$ cat src/rtl/uart_rx.sv
// 8N1 serial receiver: line synchronizer, fractional oversampling tick, framing FSM
// and a small show-ahead FIFO polled by the CPU-side I/O decode.
module uart_rx #(
  parameter int unsigned ClkFrequency = 1_000_000,
  parameter int unsigned Baud         = 115200,
  parameter int unsigned Oversampling = 8,
  parameter int unsigned FifoDepth    = 4
) (
  input  logic                         clk,
  input  logic                         rst_n,
  input  logic                         rx,
  input  logic                         rd_en,
  output logic [7:0]                   rx_data,
  output logic                         rx_avail,
  output logic [$clog2(FifoDepth):0]   fifo_count,
  output logic                         frame_err,
  output logic                         overrun
);

  localparam int unsigned     AccW       = $clog2(ClkFrequency / (Baud * Oversampling)) + 8;
  localparam int unsigned     SumW       = AccW + 1;
  localparam longint unsigned SampleRate = 64'(Baud) * 64'(Oversampling);
  localparam longint unsigned IncFull    = ((SampleRate << AccW) + 64'(ClkFrequency / 2))
                                           / 64'(ClkFrequency);
  localparam logic [SumW-1:0] Inc        = SumW'(IncFull);

  localparam int unsigned      ScntW   = $clog2(Oversampling);
  localparam logic [ScntW-1:0] MidCnt  = ScntW'(Oversampling / 2 - 1);
  localparam logic [ScntW-1:0] LastCnt = ScntW'(Oversampling - 1);

  localparam int unsigned PtrW = $clog2(FifoDepth);
  localparam int unsigned CntW = PtrW + 1;

  // Two-flop synchronizer; primed masks the reset value of the flops, which is not
  // a real observation of the line, so a low line across reset release is not seen as idle.
  logic [1:0] sync;
  logic [1:0] primed;
  logic       rx_s;

  always_ff @(posedge clk or negedge rst_n) begin
    if (!rst_n) begin
      sync   <= 2'b11;
      primed <= 2'b00;
    end else begin
      sync   <= {sync[0], rx};
      primed <= {primed[0], 1'b1};
    end
  end

  assign rx_s = sync[1];

  // Phase accumulator; tick is the carry out.
  logic [AccW-1:0] acc;
  logic [SumW-1:0] acc_sum;
  logic            tick;

  assign acc_sum = {1'b0, acc} + Inc;
  assign tick    = acc_sum[AccW];

  always_ff @(posedge clk or negedge rst_n) begin
    if (!rst_n) acc <= '0;
    else        acc <= acc_sum[AccW-1:0];
  end

  // Framing FSM.
  typedef enum logic [2:0] {WAIT_IDLE, IDLE, START, DATA, STOP} state_t;

  state_t           state, state_n;
  logic [ScntW-1:0] scnt, scnt_n;
  logic [2:0]       bcnt, bcnt_n;
  logic [7:0]       shreg, shreg_n;
  logic             push_c, ferr_c;
  logic             push_q, ferr_q;

  always_ff @(posedge clk or negedge rst_n) begin
    if (!rst_n) begin
      state     <= WAIT_IDLE;
      scnt      <= '0;
      bcnt      <= '0;
      shreg     <= '0;
      push_q    <= 1'b0;
      ferr_q    <= 1'b0;
      frame_err <= 1'b0;
    end else begin
      state     <= state_n;
      scnt      <= scnt_n;
      bcnt      <= bcnt_n;
      shreg     <= shreg_n;
      push_q    <= push_c;
      ferr_q    <= ferr_c;
      frame_err <= ferr_q;
    end
  end

  always_comb begin
    state_n = state;
    scnt_n  = scnt;
    bcnt_n  = bcnt;
    shreg_n = shreg;
    push_c  = 1'b0;
    ferr_c  = 1'b0;
    if (tick) begin
      case (state)
        WAIT_IDLE: begin
          if (rx_s && primed[1]) state_n = IDLE;
        end
        IDLE: begin
          if (!rx_s) begin
            state_n = START;
            scnt_n  = '0;
          end
        end
        START: begin
          if (scnt == MidCnt) begin
            scnt_n = '0;
            bcnt_n = '0;
            state_n = rx_s ? IDLE : DATA;
          end else begin
            scnt_n = scnt + ScntW'(1);
          end
        end
        DATA: begin
          if (scnt == LastCnt) begin
            scnt_n  = '0;
            shreg_n = {rx_s, shreg[7:1]};
            bcnt_n  = bcnt + 3'd1;
            if (bcnt == 3'd7) state_n = STOP;
          end else begin
            scnt_n = scnt + ScntW'(1);
          end
        end
        STOP: begin
          if (scnt == LastCnt) begin
            scnt_n = '0;
            if (rx_s) begin
              push_c  = 1'b1;
              state_n = IDLE;
            end else begin
              ferr_c  = 1'b1;
              state_n = WAIT_IDLE;
            end
          end else begin
            scnt_n = scnt + ScntW'(1);
          end
        end
        default: state_n = WAIT_IDLE;
      endcase
    end
  end

  // Show-ahead FIFO; rx_data is registered with the head that will be valid next cycle.
  logic [7:0]      mem [FifoDepth];
  logic [PtrW-1:0] wptr, rptr, rptr_inc;
  logic            pop, full, wr, ovf;
  logic [CntW-1:0] count_left, count_n;
  logic [7:0]      head_n;

  assign pop        = rd_en && rx_avail;
  assign full       = (fifo_count == CntW'(FifoDepth));
  assign wr         = push_q && (!full || pop);
  assign ovf        = push_q && full && !pop;
  assign rptr_inc   = rptr + PtrW'(1);
  assign count_left = fifo_count - CntW'(pop);
  assign count_n    = count_left + CntW'(wr);

  always_comb begin
    head_n = rx_data;
    if (wr && (count_left == '0)) head_n = shreg;
    else if (pop)                 head_n = mem[rptr_inc];
  end

  always_ff @(posedge clk) begin
    if (wr) mem[wptr] <= shreg;
  end

  always_ff @(posedge clk or negedge rst_n) begin
    if (!rst_n) begin
      wptr       <= '0;
      rptr       <= '0;
      fifo_count <= '0;
      rx_avail   <= 1'b0;
      rx_data    <= '0;
      overrun    <= 1'b0;
    end else begin
      if (wr)  wptr <= wptr + PtrW'(1);
      if (pop) rptr <= rptr_inc;
      fifo_count <= count_n;
      rx_avail   <= (count_n != '0);
      rx_data    <= head_n;
      if (ovf)      overrun <= 1'b1;
      else if (pop) overrun <= 1'b0;
    end
  end

endmodule

$ cat config.mk
export PLATFORM = sky130hd
export DESIGN_NAME = uart_rx
export DESIGN_NICKNAME = d
export VERILOG_FILES = /design/src/rtl/uart_rx.sv
export SDC_FILE = /design/constraint.sdc
export NUM_CORES = 1
export LEC_CHECK = 0
export CAP_MARGIN = 40
export CORE_MARGIN = 2
export CORE_UTILIZATION = 50
export DETAILED_ROUTE_END_ITERATION = 16
export PLACE_DENSITY = 0.68
export SETUP_SLACK_MARGIN = 0.1
export SLEW_MARGIN = 40
export SYNTH_ARGS = -nofsm -noshare
export SYNTH_HDL_FRONTEND = slang
export SYNTH_SLANG_ARGS = --single-unit
$ cat constraint.sdc
create_clock -name clk -period 2.1 [get_ports clk]
set_input_delay 0.63 -clock clk [delete_from_list [all_inputs] [get_ports clk]]
set_output_delay 0.63 -clock clk [all_outputs]
set_load 0.02 [all_outputs]
Word-level counts from Yosys, hierarchy flattened --
Memories as Yosys holds them, arrays and structs flattened. Cells that the tools add are included.
Cells by class: add/subtract/negate cells 7, multipliers 0, divide/modulo/power cells 0, $lt $le $gt $ge 0, equality and inequality tests 14, shifts and indexed selects 0, multiplexer cells 30, bitwise gates (word level) 0, reductions and logical operators 21
Operators with widths (number):
- two-way mux 3 bit | 11
- two-way mux 8 bit | 2
- one-hot mux 3 bit (5 select lines) | 1
- two-way mux 1 bit | 13
- == test 3 bit, second input constant | 4
- inequality test 2 bit, second input constant | 6
- adder 8 x 8 -> 9 bit, second input constant | 1
- == test 3 x 2 -> 1 bit, second input constant | 3
- one-hot mux 3 bit (3 select lines) | 1
- AND reduction 7 bit | 1
- adder 3 x 1 -> 3 bit, second input constant | 2
- logical AND 1 bit | 6
- logical NOT 3 bit | 2
- one-hot mux 3 bit (2 select lines) | 1
- AND reduction 3 bit | 2
- nonzero test 2 bit | 3
- nonzero test 3 bit | 2
- adder 2 x 1 -> 2 bit, second input constant | 2
- AND reduction 4 bit | 1
- adder 3 x 1 -> 3 bit | 1
- == test 3 x 1 -> 1 bit, second input constant | 1
- subtractor 3 x 1 -> 3 bit | 1
- logical NOT 1 bit | 2
- two-way mux 2 bit | 1
- 2 further kinds | 2
Storage, ports and cells: flip-flop bits (word level) 49, bits in latches 0, memory bits (writable) 32, bits in read-only memories 0, bits of input ports 4, output and inout bits 14, word-level logic and storage cells 89, memories 1
Memories:
- mem | words 4, bits a word 8, rd ports 1, clocked after Yosys merged registers in 0, wr ports 1, line 152 | logic [7:0] mem [FifoDepth];

Depth between registers and ports, before layout --
Gate-level depths: netlist of the first run.
word-level depth 6, gate-level depth with buffers 9, depth with buffers taken out 8

Worst setup path before layout of the first run --
OpenSTA, ideal clock, no wires.
kind input to register, from in rd_en, to reg rx_data[6], library setup time 0.129 ns, arrival time 2.078 ns, data required time 1.971 ns, path slack -0.107 ns, stages 9, buffers on the path 1, cells stage by stage nand2_1 > inv_1 > ha_1 > ha_1 > xnor2_1 > o2111ai_2 > buf_4 > nor2_1 > a21oi_1
On the way: cells in the longest elaborated chain, start to end 5, elaborated cells between the ends (all ways) 8, those cells by class 1 x add/sub; 1 x mux; 6 x reduce/logical
Ends and longest elaborated chain:
- from (decl) | line 12 | input logic rd_en,
- logical AND 1 bit (*) | line 158 | assign pop = rd_en && rx_avail;
- net pop | line 154 | logic pop, full, wr, ovf;
- subtractor 3 x 1 -> 3 bit or logical OR 1 bit (tied branches) | line 163, 160
- logical NOT 3 bit or logical AND 1 bit (tied branches) | line 168, 160
- logical AND 1 bit | line 168 | if (wr && (count_left == '0)) head_n = shreg;
- two-way mux 8 bit or nonzero test 2 bit (tied branches)
- to (signal assigned) | line 189 | rx_data <= head_n;
- to (decl) | line 13 | output logic [7:0] rx_data,
The timed path passes the listed nets; every way through them passes the cells marked *. A chain may end at the register's enable or synchronous reset.

Worst setup path in the final report of the first run --
from reg rx_data[7], to out rx_data[7]
No word-level cell between the ends.

==> flow_summary.toml, run 1 <==
[logic_synthesis]
ys_ff_latch = 79
yosysWarnings = 0
synthCells = 247
yosysTopAreaCellShare_pct = 32.97
synthFlopType = "dfrtp_1"
ys_seq_area_share_pct = 62.64
synth_edf_count = 32
syn_nets = 266
syn_area_per_cell_um2 = 13.83
async_reset_ff_share_pct = 59.49
synth_area_leaders = "dfrtp_1 33%, edfxtp_1 28%, mux2_2 5.9%"
yosysUniqueCellTypes = 43
synth_top_area_cell = "dfrtp_1"
synth_area_mm2 = 0.003416

[worst_setup_path]
r2r_end = "rx_avail$_DFF_PN0_"
r2r_slack_ps = 150
cp-end-kind = "output port"
crit_type = "flip-flop to output port"
cpPeakStageDelay_ps = 610
cp_max_fo = 2
r2r_start = "fifo_count[1]$_DFF_PN0_"
crit_slowest_cell = "clkdlybuf4s50_1"
crit_path_start_kind = "flip-flop"
crit_cells = 1
ff2ff_path_depth = 6
crit_family = "buffers and inverters"
cp_data_required_time_ps = 1470
critPathBufInv = 1
crit_arrival_ps = 1340
worstPathCellList = "clkdlybuf4s50_1"

[finish]
final_common_cell = "dfrtp_1"
antenna_cells = 0
nNetsFinal = 296
syn2layout_area_growth_pct = 17.40
layout_common_cells = "42 x dfrtp_1, 32 x edfxtp_1, 18 x mux2_2"
drive_above_1_share_pct = 23.76
final_cells = 362

[power]
p_per_area_mw_per_mm2 = 1236
peakVddDrop_mv = 0.5560
leakage_nw = 1.714

[sta]
fin_ws_ps = 130.4
fin_crit_sh_pct = 93.79
fmax_mhz = 507.7
finalMaxSlewViolations = 0
setup-violations-final = 0
worst_clock_skew_ps = 12.31
min_period_ps = 1970
worst_pin_slew_ps = 507.2
relSlewSlack_pct = 66.13
hold_viol = 0
rsz0062_at_grt = "true"
fin_tns_setup_ps = 0

[placement]
io_buffers = 17
globalplace.congestion = 0.7802
place_inst = 346
pre_cts_slack_ps = -391.4
hpwlAfterDp_mm = 3.845

[floorplan]
initial_core_util_pct = 50.84
die_y_um = 86.66
rows = 30
num_io_pins = 18
core_area_mm2 = 0.006719
die_w_um = 86.66
die_area_mm2 = 0.007509

[global_route]
first_global_vias = 1993
gr-usage-all-layers_pct = 17.08
grt_pass1_wl_mm = 9.646
grt-ovfl-total = 0
grt_max_degree = 21
antenna_found_initial = 0

[clock_tree]
clkSinkCount = 79
cts_htree_levels = 3
clk_pin_slew_ps = 90
cts_buffers = 9
cts_tree = "built"
ctsLongestPathBuffers = 2
clock_latency_ps = 360
clockRootBuffer = "clkbuf_8"

[worst_hold_path]
hold_class = "primary input to asynchronous set/reset pin"

[routing]
wl_mm = 5.672
first_iter_violations = 78
wire_per_inst_um = 15.67
ant_nets = 0
vias = 2005
drtPass1Iterations = 4
drc = 0
via_per_inst = 5.539

[flow_run]
cap_violations = 0

[status]
status = "finished clean"
how the worst max path moves through the flow:
stage | from | to | slack (ps)
global placement | rd_en | rx_avail$_DFF_PN0_ | -340
global route | scnt[0]$_DFFE_PN0P_ | state[2]$_DFFE_PN0P_ | 80
finish | rx_data[7]$_DFFE_PN0P_ | rx_data[7] | 130
floorplan | rd_en | rx_avail$_DFF_PN0_ | 110
CTS | rx_data[4]$_DFFE_PN0P_ | rx_data[4] | 110
detailed placement | rd_en | rx_avail$_DFF_PN0_ | -390
flip-flops by register name (all words and copies together), names as in the netlist, 2 cells and up:
signal      count
acc             6
bcnt            3
fifo_count      3
mem            32
primed          2
rptr            2
rx_data         8
scnt            3
shreg           8
state           3
sync            2
wptr            2
per-stage QoR:
stage	power [mW]	cell area (um^2)	hold slack (ps)	utilization, %
global route	5.253	4010	245.1	59.68
global placement	3.830	3801	335.9	56.57
detailed placement	3.887	3801	340.5	56.57
floorplan	3.322	3450	331.2	-
finish	4.955	4010	211.3	59.68
CTS	4.998	3995	226.3	59.46
synthesized netlist by cell type (2+ instances only):
master	number
mux2_4	3
a31oi_1	2
nand2_1	8
ha_1	15
mux2_2	18
nor2b_1	3
xnor2_1	7
inv_1	13
mux2i_1	10
nor3_1	11
clkbuf_1	3
dfrtp_1	45
xor2_1	2
buf_2	4
edfxtp_1	32
a21oi_1	8
and3_1	4
and2_1	5
or3b_1	2
o21ai_0	8
dfstp_2	2
a221oi_1	8
nor2_1	14
final cells by class:
cell class,count,area [um^2]
clock buffers,10,137.6
clock inverters,6,60.06
fillers,526,2709
inverters,13,48.80
multi-input cells,145,1211
flip-flops and latches,79,2143
well taps,80,100.1
repair buffers,29,309.0
layer usage:
| metal | vias to the layer above | routed length (um) | GRT usage (%) |
|---|---|---|---|
| li1 | 955 | - | - |
| met1 | 1005 | 2623 | 22.05 |
| met2 | 34 | 2735 | 26.92 |
| met3 | 11 | 188 | 4.381 |
| met4 | 0 | 123 | 8.381 |
| met5 | - | 0 | 0 |
report_power, final:
group / total, mW / switching [mW] / internal (mW)
sequential: 2.26 / 0.309 / 1.95
combinational: 1.58 / 0.725 / 0.852
clock: 1.12 / 0.543 / 0.575
cell families after synthesis:
logic type | Yosys count | share of synthesized area [%]
AOI/OAI and AO/OA | 35 | 7.473
xor gates and xnor gates | 9 | 2.308
adders and majority gates | 15 | 5.495
buffers and inverters | 23 | 3.004
DFF | 79 | 62.64
muxes | 32 | 10.51
other | 1 | 0.1098
and+or+nand+nor | 53 | 8.462
timing repair:
action                                  CTS  global route
endpoints found under the setup margin   27             6
pin swaps                                 0             1
buffers inserted                          0             0
hold buffers                              0             0
gates resized for setup                   3             5
Note: power is estimated with default switching activity, not from simulation.
==> run 2, diff against run 1 <==
SLEW_MARGIN = default   (was 40)
==> results of run 2 <==
Same layout as run 1: the final DEF is identical, and so are final timing and power.
